`src/rtl/sample_deserializer_if.sv`:
```
// Byte-pair deserializer bus: pin-side byte strobe in, assembled samples and status out.
interface sample_deserializer_if #(
    parameter int NUM_UNITS  = 2,
    parameter int DATA_WIDTH = 16
);
    logic                  ena;
    logic [7:0]            byte_in;
    logic                  byte_valid;
    logic [1:0]            unit_sel;
    logic [DATA_WIDTH-1:0] sample_out;
    logic                  sample_valid;
    logic [1:0]            sample_unit;
    logic [NUM_UNITS-1:0]  unit_valid;
    logic                  busy;
    logic                  frame_err;
    logic [7:0]            err_count;

    // Byte source side.
    modport master (
        output ena, byte_in, byte_valid, unit_sel,
        input  sample_out, sample_valid, sample_unit, unit_valid, busy, frame_err, err_count
    );

    // Deserializer side.
    modport slave (
        input  ena, byte_in, byte_valid, unit_sel,
        output sample_out, sample_valid, sample_unit, unit_valid, busy, frame_err, err_count
    );
endinterface

```
`src/rtl/sample_deserializer.sv`:
```
// Assembles MSB-first byte pairs from a pin-level strobe into per-channel samples,
// with channel-mismatch, bad-channel and LSB-timeout error detection.
module sample_deserializer #(
    parameter int NUM_UNITS      = 2,
    parameter int DATA_WIDTH     = 16,
    parameter int TIMEOUT_CYCLES = 64
) (
    input logic                clk,
    input logic                rst,
    sample_deserializer_if.slave bus
);
    localparam int unsigned TW = $clog2(TIMEOUT_CYCLES) + 1;

    typedef enum logic {
        WAIT_MSB,
        WAIT_LSB
    } state_t;

    // Input pipeline
    logic       v1_q, v1_d, v2_q, v2_d, v3_q, v3_d;
    logic [7:0] d1_q, d1_d, d2_q, d2_d;

    // FSM and pair datapath
    state_t     state_q, state_d;
    logic [7:0] msb_q, msb_d;
    logic [1:0] unit_q, unit_d;
    logic [TW-1:0] tcnt_q, tcnt_d;

    // Assembled word, one stage ahead of the outputs
    logic        asm_stb_q, asm_stb_d;
    logic [15:0] asm_data_q, asm_data_d;
    logic [1:0]  asm_unit_q, asm_unit_d;

    // Outputs
    logic [DATA_WIDTH-1:0] sample_out_q, sample_out_d;
    logic                  sample_valid_q, sample_valid_d;
    logic [1:0]            sample_unit_q, sample_unit_d;
    logic [NUM_UNITS-1:0]  unit_valid_q, unit_valid_d;
    logic                  frame_err_q, frame_err_d;
    logic [7:0]            err_count_q, err_count_d;

    logic byte_evt;
    logic unit_ok;
    logic err_pulse;

    // Two-stage pin synchroniser plus edge-detect history.
    always_comb begin
        v1_d = bus.byte_valid;
        d1_d = bus.byte_in;
        v2_d = v1_q;
        d2_d = d1_q;
        v3_d = v2_q;
    end

    // Pipeline registers keep running regardless of ena.
    always_ff @(posedge clk or posedge rst) begin
        if (rst) begin
            v1_q <= 1'b0;
            v2_q <= 1'b0;
            v3_q <= 1'b0;
            d1_q <= '0;
            d2_q <= '0;
        end else begin
            v1_q <= v1_d;
            v2_q <= v2_d;
            v3_q <= v3_d;
            d1_q <= d1_d;
            d2_q <= d2_d;
        end
    end

    // Next-state, pair assembly, timeout and error accounting.
    always_comb begin
        byte_evt   = v2_q & ~v3_q & bus.ena;
        unit_ok    = int'(bus.unit_sel) < NUM_UNITS;
        state_d    = state_q;
        msb_d      = msb_q;
        unit_d     = unit_q;
        tcnt_d     = tcnt_q;
        asm_stb_d  = 1'b0;
        asm_data_d = asm_data_q;
        asm_unit_d = asm_unit_q;
        err_pulse  = 1'b0;

        case (state_q)
            WAIT_MSB: begin
                if (byte_evt) begin
                    if (unit_ok) begin
                        msb_d   = d2_q;
                        unit_d  = bus.unit_sel;
                        tcnt_d  = '0;
                        state_d = WAIT_LSB;
                    end else begin
                        err_pulse = 1'b1;
                    end
                end
            end
            WAIT_LSB: begin
                // A byte arriving on the timeout cycle takes priority over the timeout.
                if (byte_evt) begin
                    if (bus.unit_sel == unit_q) begin
                        asm_stb_d  = 1'b1;
                        asm_data_d = {msb_q, d2_q};
                        asm_unit_d = unit_q;
                        state_d    = WAIT_MSB;
                    end else begin
                        // Channel switch: drop the held MSB, reuse this byte as a new MSB.
                        err_pulse = 1'b1;
                        if (unit_ok) begin
                            msb_d   = d2_q;
                            unit_d  = bus.unit_sel;
                            tcnt_d  = '0;
                        end else begin
                            state_d = WAIT_MSB;
                        end
                    end
                end else if (bus.ena) begin
                    if (tcnt_q == TW'(TIMEOUT_CYCLES - 1)) begin
                        state_d   = WAIT_MSB;
                        err_pulse = 1'b1;
                    end else begin
                        tcnt_d = tcnt_q + TW'(1);
                    end
                end
            end
            default: state_d = WAIT_MSB;
        endcase

        frame_err_d = err_pulse;
        err_count_d = (err_pulse && (err_count_q != 8'hFF)) ? err_count_q + 8'd1 : err_count_q;
    end

    // FSM state and datapath registers.
    always_ff @(posedge clk or posedge rst) begin
        if (rst) begin
            state_q     <= WAIT_MSB;
            msb_q       <= '0;
            unit_q      <= '0;
            tcnt_q      <= '0;
            asm_stb_q   <= 1'b0;
            asm_data_q  <= '0;
            asm_unit_q  <= '0;
            frame_err_q <= 1'b0;
            err_count_q <= '0;
        end else begin
            state_q     <= state_d;
            msb_q       <= msb_d;
            unit_q      <= unit_d;
            tcnt_q      <= tcnt_d;
            asm_stb_q   <= asm_stb_d;
            asm_data_q  <= asm_data_d;
            asm_unit_q  <= asm_unit_d;
            frame_err_q <= frame_err_d;
            err_count_q <= err_count_d;
        end
    end

    // Output stage: publish the assembled word and hold it between pulses.
    always_comb begin
        sample_valid_d = asm_stb_q;
        sample_out_d   = asm_stb_q ? asm_data_q : sample_out_q;
        sample_unit_d  = asm_stb_q ? asm_unit_q : sample_unit_q;
        unit_valid_d   = '0;
        for (int unsigned i = 0; i < NUM_UNITS; i++) begin
            unit_valid_d[i] = asm_stb_q && (32'(asm_unit_q) == i);
        end
    end

    // Output registers.
    always_ff @(posedge clk or posedge rst) begin
        if (rst) begin
            sample_out_q   <= '0;
            sample_valid_q <= 1'b0;
            sample_unit_q  <= '0;
            unit_valid_q   <= '0;
        end else begin
            sample_out_q   <= sample_out_d;
            sample_valid_q <= sample_valid_d;
            sample_unit_q  <= sample_unit_d;
            unit_valid_q   <= unit_valid_d;
        end
    end

    assign bus.sample_out   = sample_out_q;
    assign bus.sample_valid = sample_valid_q;
    assign bus.sample_unit  = sample_unit_q;
    assign bus.unit_valid   = unit_valid_q;
    assign bus.busy         = (state_q == WAIT_LSB);
    assign bus.frame_err    = frame_err_q;
    assign bus.err_count    = err_count_q;
endmodule

```
`src/flat_wrapper.sv`:
```
// flat-port wrapper written by rule: the top's interface ports become plain ports
module sample_deserializer_flat 
#(
    parameter int NUM_UNITS      = 2,
    parameter int DATA_WIDTH     = 16,
    parameter int TIMEOUT_CYCLES = 64
)
  (clk, rst, bus_ena, bus_byte_in, bus_byte_valid, bus_unit_sel, bus_sample_out, bus_sample_valid, bus_sample_unit, bus_unit_valid, bus_busy, bus_frame_err, bus_err_count);
  sample_deserializer_if #(.NUM_UNITS(NUM_UNITS), .DATA_WIDTH(DATA_WIDTH)) bus_i ();
  input logic clk;
  input logic rst;
  input wire logic [$bits(bus_i.ena)-1:0] bus_ena;
  input wire logic [$bits(bus_i.byte_in)-1:0] bus_byte_in;
  input wire logic [$bits(bus_i.byte_valid)-1:0] bus_byte_valid;
  input wire logic [$bits(bus_i.unit_sel)-1:0] bus_unit_sel;
  output wire logic [$bits(bus_i.sample_out)-1:0] bus_sample_out;
  output wire logic [$bits(bus_i.sample_valid)-1:0] bus_sample_valid;
  output wire logic [$bits(bus_i.sample_unit)-1:0] bus_sample_unit;
  output wire logic [$bits(bus_i.unit_valid)-1:0] bus_unit_valid;
  output wire logic [$bits(bus_i.busy)-1:0] bus_busy;
  output wire logic [$bits(bus_i.frame_err)-1:0] bus_frame_err;
  output wire logic [$bits(bus_i.err_count)-1:0] bus_err_count;
  assign bus_i.ena = bus_ena;
  assign bus_i.byte_in = bus_byte_in;
  assign bus_i.byte_valid = bus_byte_valid;
  assign bus_i.unit_sel = bus_unit_sel;
  assign bus_sample_out = bus_i.sample_out;
  assign bus_sample_valid = bus_i.sample_valid;
  assign bus_sample_unit = bus_i.sample_unit;
  assign bus_unit_valid = bus_i.unit_valid;
  assign bus_busy = bus_i.busy;
  assign bus_frame_err = bus_i.frame_err;
  assign bus_err_count = bus_i.err_count;
  sample_deserializer #(.NUM_UNITS(NUM_UNITS), .DATA_WIDTH(DATA_WIDTH), .TIMEOUT_CYCLES(TIMEOUT_CYCLES)) u_core (.clk(clk), .rst(rst), .bus(bus_i));
endmodule
```
`config.mk`:
```
export PLATFORM = sky130hd
export DESIGN_NAME = sample_deserializer_flat
export DESIGN_NICKNAME = d
export VERILOG_FILES = /design/src/rtl/sample_deserializer_if.sv /design/src/rtl/sample_deserializer.sv /design/src/flat_wrapper.sv
export SDC_FILE = /design/constraint.sdc
export NUM_CORES = 1
export LEC_CHECK = 0
export ABC_AREA = 1
export BUFFER_PORTS_ARGS = -buffer_cell sky130_fd_sc_hd__buf_4
export CORE_MARGIN = 5
export CORE_UTILIZATION = 57
export DETAILED_ROUTE_END_ITERATION = 10
export PLACE_DENSITY = 0.79
export SLEW_MARGIN = 20
export SYNTH_ARGS = -nofsm -noshare
export SYNTH_HDL_FRONTEND = slang
export SYNTH_SLANG_ARGS = --single-unit
```
`constraint.sdc`:
```
create_clock -name clk -period 3.2 [get_ports clk]
set_clock_uncertainty 0.2 [all_clocks]
set_input_delay 0.48 -clock clk [delete_from_list [all_inputs] [get_ports clk]]
set_output_delay 0.48 -clock clk [all_outputs]
set_load 0.01 [all_outputs]
```
# Word level (Yosys, flattened, before mapping)
# Index checks and enable logic that the tools add are counted.
# totals
input_bits,14
ff_bits,86
out_inout_bits,31
# op_classes
n_bitwise,4
n_mux,34
order_cmp,1
reduce_logical,7
addsub,2
eq_ne,10
# ops
op,count
7-bit 2-to-1 mux,6
8-bit 2-to-1 mux,4
8-bit one-hot mux with 2 select lines,1
1-bit 2-to-1 mux,15
7-bit one-hot mux with 2 select lines,1
"3-bit inequality test, second input constant",3
"8-bit by 1-bit adder with 8-bit output, second input constant",1
2-bit 2-to-1 mux,4
"8-bit inequality test, second input constant",1
"7-bit by 1-bit adder with 7-bit output, second input constant",1
"7-bit by 6-bit equality test with 1-bit output, second input constant",1
3-bit AND reduction,2
"2-bit inequality test, second input constant",2
1-bit one-hot mux with 2 select lines,2
2-bit one-hot mux with 2 select lines,1
4-bit AND reduction,1
1-bit logical AND,3
1-bit AND,2
"2-bit by 1-bit equality test with 1-bit output, second input constant",1
2-bit equality test,1
2-bit logical NOT,1
"2-bit less-than comparator, second input constant",1
"2-bit by 1-bit inequality test with 1-bit output, second input constant",1
1-bit NOT,2

# Logic depth before layout (Yosys ltp)
# Gate-level depths: netlist (run 1).
# logic_depth
depth_word,6
ltp_mapped,11
ltp_nobuf,10

# Worst setup path after synthesis (run 1)
# No wires, ideal clock.
# synth_timing
kind,reg2reg
startpoint,register u_core.tcnt_q[0]
endpoint,"register u_core.err_count_q[4], in the netlist u_core.bus.err_count[4]"
t_required_ns,2.883
arrival_time_ns,1.284
path_stages_with_launch,12
slack_ns,1.599
setup_time_ns,0.117
period_less_slack_ns,1.601
path_cell_list,dfrtp_1 > ha_1 > nand2_2 > nor2_2 > nand2_1 > nand2_1 > nand3_2 > nand2_2 > buf_6 > nand2_2 > nand2_1 > nand2_1
# synth_between
elab_chain_cells,6
# synth_rtl
element,line_no,rtl
from (decl),sample_deserializer.sv:27,"logic [TW-1:0] tcnt_q, tcnt_d;"
from (signal assigned),sample_deserializer.sv:149,tcnt_q <= tcnt_d;
7-bit by 6-bit equality test with 1-bit output,sample_deserializer.sv:118,if (tcnt_q == TW'(TIMEOUT_CYCLES - 1)) begin
1-bit 2-to-1 mux,sample_deserializer.sv:118,
1-bit 2-to-1 mux,sample_deserializer.sv:117,end else if (bus.ena) begin
1-bit 2-to-1 mux,sample_deserializer.sv:100,if (byte_evt) begin
1-bit one-hot mux with 2 select lines,sample_deserializer.sv:85,case (state_q)
named net u_core.err_pulse,sample_deserializer.sv:44,logic err_pulse;
1-bit logical AND,sample_deserializer.sv:130,err_count_d = (err_pulse && (err_count_q != 8'hFF)) ? err_count_q + 8'd1 : err_count_q;
to (signal assigned),sample_deserializer.sv:154,err_count_q <= err_count_d;
to (decl),sample_deserializer.sv:40,"logic [7:0] err_count_q, err_count_d;"
# The timed path passes the listed nets, and every way through them passes these cells.
# A chain may end at the register's enable or synchronous reset.

# Worst setup path after layout (run 1)
# layout_timing
startpoint,register u_core.tcnt_q[0]
endpoint,"register u_core.err_count_q[1], in the netlist u_core.bus.err_count[1]"
# layout_between
elab_chain_cells,6
# layout_rtl
element,line_no
7-bit by 6-bit equality test with 1-bit output,sample_deserializer.sv:118
1-bit 2-to-1 mux,sample_deserializer.sv:118
1-bit 2-to-1 mux,sample_deserializer.sv:117
1-bit 2-to-1 mux,sample_deserializer.sv:100
1-bit one-hot mux with 2 select lines,sample_deserializer.sv:85
1-bit logical AND,sample_deserializer.sv:130
# Every way passes these cells.

==> impl_metrics.csv, run 1 <==
group,metric,value,unit
status,status,"finished, final reports clean",
floorplan,core_region_area,0.005921,mm^2
final_layout,synthToLayoutAreaGrowth,16.10,%
final_layout,fillerInstances,477,
synth,synth_area,0.003481,mm^2
clock_tree,h-tree-depth,3,
floorplan,ios,45,
sta,layout_min_cycle_time,2.050,ns
global_route,antenna_found_initial,0,
global_route,grt_usage,0.1829,
clock_tree,post_cts_resized,0,
sta,max_slew_margin,0.5473,
clock_tree,cts_setup_buffers,0,
clock_tree,cts_sinks,86,
clock_tree,cts.clk_slew.worst_paths,0.09,ns
final_layout,diodes,0,
worst_setup_path,r2r_slack,1.15,ns
final_layout,final_cell_mix,"nand2_1 (157), dfrtp_1 (86), buf_4 (44), inv_1 (27), o21ai_0 (18)",
global_route,grt_first_pass_wirelength,11040,um
floorplan,die_h,88.15,um
drt,wl_met1,2894,um
drt,vias_per_cell,5.036,
worst_setup_path,crit_fanout,12,
pwr,ir_worst_vdd,364.0,uV
worst_setup_path,r2r-start,"u_core.tcnt_q[0]",
worst_setup_path,worstPathArrival,2.09,ns
final_layout,fin_util,0.6826,
global_route,grt_max_degree,48,
drt,detailroute.via_count,2493,
drt,drt_iter0_drc,141,
worst_hold_path,hp-class,"in -> async",
synth,synth_warnings,0,
drt,drt-pass1-iter-count,5,
global_route,grt_remaining_overflow,0,
clock_tree,cts_hold_buf,0,
worst_setup_path,r2r_cells,10,
worst_setup_path,crit_path_start_kind,"register",
sta,grt_setup_unrepaired,"no",
synth,synth_cells,369,
sta,finalSetupTns,0,ns
synth,yosysTopAreaCell,"dfrtp_1",
worst_setup_path,regToRegEndpoint,"u_core.bus.err_count[1]",
synth,syn_nets,385,
clock_tree,cts_tree,"yes",
synth,ys_seq_area_frac,0.6183,
pwr,p_per_area,635.6,mW/mm^2
drt,wl,6271,um
drt,drc,0,
sta,clock.fmax,487.8,MHz
synth,ys_types,30,
floorplan,dieArea,0.007770,mm^2
drt,ant_nets,0,
synth,synthTopCellsByArea,"dfrtp_1 (62%), nand2_1 (17%), inv_1 (3.0%), o21ai_0 (2.6%), o21ai_2 (2.5%)",
sta,fin_crit_sh,0.6407,
synth,synth-seq-cells,86,
synth,synth_top_area_share,0.6183,
floorplan,die_w,88.15,um
global_route,grt_pass1_vias,2546,
placed_design,dpl.hpwl,4304,um
worst_setup_path,critPathLaunch,"u_core.tcnt_q[0]",
floorplan,start_util,0.5879,
worst_setup_path,end_kind,"register",
placed_design,place_congestion,0.8446,
final_layout,fin_nets,431,
clock_tree,cts_made_buffers,9,
clock_tree,cts-root-buf,"clkbuf_8",
drt,wl_met3,365,um
sta,hold_violations,0,
worst_setup_path,critPathKind,"reg -> reg",
synth,syn_area_per_cell,9.433,um^2
sta,setup_viol,0,
final_layout,drive_above_1_share,0.2048,
final_layout,final_common_cell,"nand2_1",
clock_tree,clk_latency,0.35,ns
sta,worst_slew_pin_slew,0.6782,ns
floorplan,num_rows,28,
drt,routedWlPerCell,12.67,um
clock_tree,cts_max_path_buffers,2,
pwr,leakagePower,2.171,nW
drt,met2WireLength,2905,um
run,max_cap_viol_count,0,
worst_setup_path,cp.required,3.24,ns
placed_design,port_buffers,44,
drt,top_layer_used,"met4",
sta,slew_violations,0,
worst_setup_path,crit_path_end,"u_core.bus.err_count[1]",
[worst min-delay path by stage]
| stage | start | endpoint | slack (ns) | cells past startpoint |
|---|---|---|---|---|
| 6_report | rst | u_core.msb_q[4] | 0.006 | 2 |
| 5_1_grt | bus_byte_in[4] | u_core.d1_q[4] | 0.01 | 1 |
| 4_1_cts | bus_byte_in[6] | u_core.d1_q[6] | 0.02 | 1 |
| 3_5_place_dp | u_core.d1_q[6] | u_core.d2_q[6] | 0.14 | 0 |
| 3_3_place_gp | u_core.d1_q[0] | u_core.d2_q[0] | 0.13 | 0 |
| 2_1_floorplan | u_core.d1_q[0] | u_core.d2_q[0] | 0.13 | 0 |
[registers in the layout, indices dropped and copies added (netlist names), 7 cells and up]
name	count
u_core.tcnt_q	7
u_core.bus.err_count	8
u_core.asm_data_q	16
u_core.bus.sample_out	16
u_core.d1_q	8
u_core.d2_q	8
u_core.msb_q	8
[power breakdown]
group,internal (mW),total (mW),switching [mW]
Combinational,0.196,0.440,0.244
Clock,0.363,0.739,0.377
Sequential,1.25,1.39,0.135
Total,1.81,2.57,0.756
[area by class of cell]
cell class / instances / area (um^2) / share of cell area
multi-input cells: 243 / 1139 / 0.2817
well taps: 75 / 93.84 / 0.02322
repair buffers: 45 / 350.3 / 0.08669
clock buffers: 11 / 131.4 / 0.03251
flip-flops and latches: 86 / 2152 / 0.5325
clock inverters: 5 / 60.06 / 0.01486
inverters: 30 / 115.1 / 0.02848
[cell families after synthesis]
logic type      Yosys count  share of synthesized area
fa+ha+maj                 2                   0.007188
buf+inv                  40                    0.05463
flops                    86                     0.6183
xor+xnor                  5                    0.01258
simple gates            204                     0.2487
compound gates           32                    0.05859
[layer usage]
metal  up-vias  global-route usage
met1      1167              0.2416
met5         -                   0
met2        71              0.2959
li1       1241                   -
met4         0             0.07143
met3        14             0.04233
[cells in the mapped netlist]
cell,number
nand2_1,157
dfrtp_1,86
inv_1,28
o21ai_0,18
nand3_1,15
nor2_1,15
o21ai_2,10
nand2_2,6
xor2_1,4
buf_6,3
nand3_2,3
a21oi_1,2
buf_2,2
clkbuf_1,2
ha_1,2
nor2_2,2
a21o_2,1
and2_2,1
buf_1,1
buf_4,1
clkbuf_8,1
clkinv_1,1
clkinv_2,1
nand3_4,1
nand3b_1,1
nand4_1,1
nand4_4,1
nor3_1,1
o211ai_1,1
xnor2_1,1
[worst max-delay path: stages (launching register included)]
cell,delay [ns]
dfrtp_1,0.45
ha_1,0.22
nand2_2,0.07
nor2_2,0.12
nand2_1,0.09
nand2_1,0.10
nand3_2,0.09
nand2_2,0.21
nand2_1,0.20
nand2_1,0.12
nand2_1,0.06
[per-stage QoR]
| step | area (um^2) | std cells | setup WS (ns) | hold slack [ns] | power [mW] |
|---|---|---|---|---|---|
| 6_report | 4041 | 495 | 1.150 | 0.005680 | 2.569 |
| 5_1_grt | 4041 | 495 | 0.9942 | 0.01351 | 2.716 |
| 4_1_cts | 4041 | 495 | 1.163 | 0.02185 | 2.590 |
| 3_5_place_dp | 3850 | 479 | 1.147 | 0.1358 | 1.847 |
| 3_3_place_gp | 3850 | 479 | 1.215 | 0.1321 | 1.817 |
| 2_1_floorplan | 3481 | 369 | 0.2982 | 0.1312 | 1.663 |
Note: power is estimated with default switching activity, not from simulation.
==> inputs of run 2 (changes only) <==
--- a/config.mk
+++ b/config.mk
@@ -8,9 +8,9 @@
 export ABC_AREA = 1
 export BUFFER_PORTS_ARGS = -buffer_cell sky130_fd_sc_hd__buf_4
 export CORE_MARGIN = 5
-export CORE_UTILIZATION = 57
+export CORE_UTILIZATION = 51
 export DETAILED_ROUTE_END_ITERATION = 10
-export PLACE_DENSITY = 0.79
+export PLACE_DENSITY = 0.75
 export SLEW_MARGIN = 20
 export SYNTH_ARGS = -nofsm -noshare
 export SYNTH_HDL_FRONTEND = slang
==> constraint.sdc (replaced) <==
create_clock -name clk -period 1.8 [get_ports clk]
set_clock_uncertainty 0.2 [all_clocks]
set_input_delay 0.27 -clock clk [delete_from_list [all_inputs] [get_ports clk]]
set_output_delay 0.27 -clock clk [all_outputs]
set_load 0.01 [all_outputs]
==> impl_metrics.csv, run 2 (synthesis results as in run 1) <==
group,metric,value,unit
status,status,"finished, final reports clean",
worst_setup_path,crit_fanout,8,
drt,vias_per_cell,4.881,
placed_design,dpl_worst_slack,0.01002,ns
sta,clock.fmax,593.0,MHz
pwr,p_per_area,1090,mW/mm^2
global_route,antenna_found_initial,0,
sta,layout_min_cycle_time,1.686,ns
worst_setup_path,critPathKind,"reg -> reg",
clock_tree,cts.clk_slew.worst_paths,0.09,ns
global_route,grt_remaining_overflow,0,
placed_design,dpl.hpwl,4342,um
global_route,grt_max_degree,39,
drt,drt_iter0_drc,162,
clock_tree,cts_made_buffers,9,
floorplan,num_rows,30,
worst_setup_path,worstPathArrival,1.77,ns
worst_setup_path,max_stage_delay,0.38,ns
sta,fin_crit_sh,0.9368,
sta,worst_slew_pin_slew,0.4346,ns
final_layout,drive_above_1_share,0.2245,
final_layout,synthToLayoutAreaGrowth,23.18,%
drt,wl,6227,um
sta,max_slew_margin,0.7092,
worst_hold_path,hp-class,"in -> reg",
placed_design,port_buffers,44,
pwr,finalPower,4.673,mW
drt,routedWlPerCell,11.95,um
final_layout,fin_nets,452,
drt,drt-pass1-iter-count,4,
clock_tree,cts_tree,"yes",
drt,drc,0,
final_layout,final_cell_mix,"nand2_1 (156), dfrtp_1 (86), buf_4 (53), inv_1 (27), o21ai_0 (18)",
floorplan,start_util,0.5181,
final_layout,final_common_cell,"nand2_1",
floorplan,die_h,92.62,um
sta,worst_slack,0.1137,ns
clock_tree,cts-root-buf,"clkbuf_8",
worst_setup_path,cp.required,1.88,ns
global_route,grt_pass1_vias,2440,
sta,setup_viol,0,
clock_tree,cts_sinks,86,
final_layout,diodes,0,
run,max_cap_viol_count,0,
global_route,grt_first_pass_wirelength,11020,um
worst_setup_path,critPathBufInv,1,
worst_setup_path,worst_path_max_delay_cell,"dfrtp_1",
floorplan,ios,45,
worst_setup_path,crit_family,"simple AND/OR/NAND/NOR gates",
sta,slew_violations,0,
floorplan,core_region_area,0.006719,mm^2
worst_setup_path,crit_path_start_kind,"register",
floorplan,dieArea,0.008578,mm^2
worst_setup_path,end_kind,"register",
floorplan,die_w,92.62,um
worst_setup_path,worstPathCellList,"ha_1 > nand2_2 > nor2_2 > nand2_1 > nand2_1 > nand3_2 > nand2_4 > buf_4 > nand3_1 > nand2_1",
clock_tree,h-tree-depth,3,
sta,hold_ws,0.01522,ns
placed_design,place_congestion,0.8579,
pwr,leakagePower,2.283,nW
clock_tree,cts_max_path_buffers,2,
sta,hold_violations,0,
drt,detailroute.via_count,2543,
pwr,ir_worst_vdd,526.2,uV
global_route,grt_usage,0.1583,
worst_setup_path,critPathMostFrequentCell,"nand2_1",
drt,ant_nets,0,
clock_tree,clk_latency,0.34,ns
run 2: cell types whose count changed in the layout (fill, tap and decap cells not counted), sizes merged:
cell and change:
buf +11, clkbuf +1, clkinv -4, clkinvlp +2
dlygate4sd3 +10, inv +1
run 2: path summary, 6_finish.rpt:
kind,start,endpoint,slack (ns),cells past startpoint
max reg2reg,u_core.tcnt_q[1],u_core.bus.err_count[1],0.11,10
max,u_core.tcnt_q[1],u_core.bus.err_count[1],0.11,10
min reg2reg,u_core.v1_q,u_core.v2_q,0.15,0
min,bus_unit_sel[0],u_core.unit_q[0],0.02,3
max in group asynchronous,rst,u_core.bus.sample_out[12],0.71,4
min in group asynchronous,rst,u_core.msb_q[1],0.23,3
run 2: layout make-up:
class                      instances  area, um^2
fill                             546        2431
sequential                        86        2152
multi-input combinational        243        1151
timing repair buffer              66       558.0
clock buffer                      12       155.1
inverter                          30       117.6
tap                               80       100.1
clock inverter                     4       53.80
run 2: timing repair:
action | CTS | global route
setup endpoints to repair | 3 | 10
gates resized for setup | 1 | 2
hold buffers | 10 | 0
pin swaps | 0 | 1
hold endpoints to repair | 95 | 0
setup buffers | 0 | 2
run 2: worst register-to-register path, cell delays in order, from the launching register on:
cell and delay, ns:
dfrtp_1 0.38, ha_1 0.18, nand2_2 0.07, nor2_2 0.12
nand2_1 0.09, nand2_1 0.09, nand3_2 0.10, nand2_4 0.13
buf_4 0.14, nand3_1 0.06, nand2_1 0.07
run 2: metrics by stage:
stage | util | cells | area, um^2 | setup TNS (ns)
global placement | 0.5881 | 493 | 3951 | 0
floorplan | - | 369 | 3485 | 0
finish | 0.6382 | 521 | 4288 | 0
CTS | 0.6345 | 519 | 4263 | 0
global route | 0.6382 | 521 | 4288 | -0.02248
detailed placement | 0.5881 | 493 | 3951 | 0
run 2: layer usage:
| layer | vias to the layer above | track usage | share of wire |
|---|---|---|---|
| met1 | 1182 | 0.2200 | 0.47 |
| li1 | 1280 | - | - |
| met3 | 9 | 0.03574 | 0.056 |
| met5 | - | 0 | 0 |
| met4 | 0 | 0.05861 | 0.012 |
| met2 | 72 | 0.2447 | 0.46 |
run 2: where the power goes:
group	internal [mW]	leakage [nW]	switching [mW]	total [mW]
Sequential	2.23	1.12	0.209	2.44
Combinational	0.404	1.06	0.450	0.854
Clock	0.723	0.0992	0.657	1.38
==> inputs of run 3 (changes only) <==
--- a/config.mk
+++ b/config.mk
@@ -7,9 +7,11 @@
 export LEC_CHECK = 0
 export ABC_AREA = 1
 export BUFFER_PORTS_ARGS = -buffer_cell sky130_fd_sc_hd__buf_4
+export CAP_MARGIN = 20
 export CORE_MARGIN = 5
 export CORE_UTILIZATION = 51
 export DETAILED_ROUTE_END_ITERATION = 10
+export HOLD_SLACK_MARGIN = 0.12
 export PLACE_DENSITY = 0.75
 export SLEW_MARGIN = 20
 export SYNTH_ARGS = -nofsm -noshare
==> constraint.sdc (replaced) <==
create_clock -name clk -period 1.55 [get_ports clk]
set_clock_uncertainty 0.2 [all_clocks]
set_input_delay 0.2325 -clock clk [delete_from_list [all_inputs] [get_ports clk]]
set_output_delay 0.2325 -clock clk [all_outputs]
set_load 0.01 [all_outputs]
==> impl_metrics.csv, run 3 (synthesis results as in run 1) <==
group,metric,value,unit
sta,finalSetupTns,-2.704,ns
drt,drt_iter0_drc,178,
worst_setup_path,crit_family,"simple AND/OR/NAND/NOR gates",
global_route,grt_max_degree,87,
clock_tree,h-tree-depth,3,
drt,drt-pass1-iter-count,4,
global_route,grt_first_pass_wirelength,11390,um
sta,hold_violations,0,
global_route,grt_usage,0.1662,
clock_tree,cts_made_buffers,9,
worst_setup_path,worst_path_max_delay_cell,"dfrtp_1",
final_layout,final_common_cell,"nand2_1",
sta,grt_setup_unrepaired,"yes",
worst_setup_path,max_stage_delay,0.38,ns
sta,setup_viol,44,
drt,wl,7736,um
drt,drc,0,
worst_setup_path,worstPathArrival,1.79,ns
worst_setup_path,cp.required,1.64,ns
pwr,p_per_area,1183,mW/mm^2
global_route,grt_remaining_overflow,0,
floorplan,num_rows,30,
sta,worst_slack,-0.1475,ns
worst_setup_path,crit_path_start_kind,"register",
final_layout,diodes,0,
placed_design,port_buffers,44,
floorplan,dieArea,0.008578,mm^2
floorplan,ios,45,
placed_design,place_congestion,0.8598,
global_route,antenna_found_initial,0,
drt,vias_per_cell,5.009,
final_layout,final_cell_mix,"nand2_1 (128), dfrtp_1 (86), buf_4 (74), inv_1 (24), nand2_2 (21)",
drt,detailroute.via_count,2770,
placed_design,dpl_worst_slack,-0.1265,ns
final_layout,drive_above_1_share,0.3552,
placed_design,dpl.hpwl,4315,um
sta,worst_slew_pin_slew,0.4304,ns
global_route,grt_pass1_vias,2501,
final_layout,fillerInstances,467,
sta,fin_crit_sh,1.095,
worst_setup_path,worstPathCellList,"ha_2 > nand2_2 > nor2_4 > nand2_2 > nand2_2 > nand3_2 > nand2_4 > buf_4 > nand3_1 > nand2_1",
sta,layout_min_cycle_time,1.698,ns
floorplan,die_h,92.62,um
pwr,ir_worst_vdd,681.1,uV
clock_tree,cts_tree,"yes",
sta,slew_violations,0,
clock_tree,cts_max_path_buffers,2,
worst_setup_path,r2r_slack,-0.15,ns
final_layout,fin_nets,484,
run,max_cap_viol_count,0,
status,violations,"setup timing",
worst_setup_path,critPathKind,"reg -> reg",
final_layout,synthToLayoutAreaGrowth,37.49,%
floorplan,die_w,92.62,um
final_layout,fin_util,0.7123,
drt,ant_nets,0,
worst_setup_path,critPathBufInv,1,
floorplan,core_region_area,0.006719,mm^2
worst_setup_path,end_kind,"register",
floorplan,start_util,0.5181,
clock_tree,cts-root-buf,"clkbuf_8",
drt,routedWlPerCell,13.99,um
status,status,"finished with violations",
clock_tree,cts.clk_slew.worst_paths,0.09,ns
sta,clock.fmax,589.1,MHz
final_layout,stdcell_count,553,
worst_setup_path,crit_fanout,6,
sta,max_slew_margin,0.7131,
clock_tree,clk_latency,0.34,ns
worst_hold_path,hp-class,"in -> reg",
placed_design,dp.cells,510,
clock_tree,cts_sinks,86,
pwr,leakagePower,2.504,nW
worst_setup_path,critPathMostFrequentCell,"nand2_2",
==> run 3: cell count changes in the layout (fill, tap and decap cells not counted), sizes merged <==
cell,delta
inv,+1
buf,+24
dlymetal6s4s,+1
dlygate4sd3,+3
clkinvlp,-1
bufinv,-1
clkinv,+1
clkbuf,+4
==> run 3: cell type report <==
cell class | count | area (um^2) | area share
inverter | 30 | 121.4 | 0.02536
sequential | 86 | 2152 | 0.4497
multi-input combinational | 243 | 1331 | 0.2782
tap | 80 | 100.1 | 0.02092
clock inverter | 4 | 30.03 | 0.006275
timing repair buffer | 98 | 895.9 | 0.1872
clock buffer | 12 | 155.1 | 0.03242
==> run 3: per-layer routing <==
layer,vias up,routed length [um],global-route usage
li1,1351,-,-
met1,1330,3382,0.2281
met2,80,3897,0.2556
met3,9,361,0.03493
met4,0,95,0.07326
met5,-,0,0
==> run 3: worst paths after layout <==
kind	startpoint	to	cells after the start
max in group asynchronous	rst	u_core.bus.sample_out[3]	4
min in group asynchronous	rst	u_core.tcnt_q[5]	4
hold reg to reg	u_core.d1_q[4]	u_core.d2_q[4]	0
setup / recovery	u_core.tcnt_q[0]	u_core.bus.err_count[0]	10
hold / removal	bus_ena	u_core.unit_q[1]	4
setup reg to reg	u_core.tcnt_q[0]	u_core.bus.err_count[0]	10
==> run 3: worst reg2reg max path, cell delays in order (launching register included) <==
cell and delay (ns):
dfrtp_1 0.38, ha_2 0.20, nand2_2 0.07, nor2_4 0.13, nand2_2 0.08, nand2_2 0.09, nand3_2 0.08, nand2_4 0.11
buf_4 0.14, nand3_1 0.09, nand2_1 0.08
==> run 3: timing repair <==
item                                    4_1_cts  5_1_grt
pin swaps                                     6       16
buffers inserted                              1        6
hold endpoints to repair                    100        0
cloned                                        0        6
hold buffers                                 14        0
gates resized for setup                      12       67
endpoints found under the setup margin       17       44
==> run 3: per-stage QoR <==
stage / power (mW) / area [um^2] / hold slack, ns
5_1_grt: 5.973 / 4786 / 0.1601
4_1_cts: 5.437 / 4436 / 0.1397
3_5_place_dp: 3.935 / 4066 / 0.1347
3_3_place_gp: 3.895 / 4066 / 0.1322
6_report: 5.664 / 4786 / 0.1507
2_1_floorplan: 3.433 / 3485 / 0.06393
==> run 3: power breakdown <==
group,internal [mW],leakage (nW),switching (mW),total (mW)
combinational,0.659,1.29,0.648,1.31
clock,0.678,0.0930,0.792,1.47
sequential,2.59,1.12,0.297,2.89
total,3.93,2.50,1.74,5.66
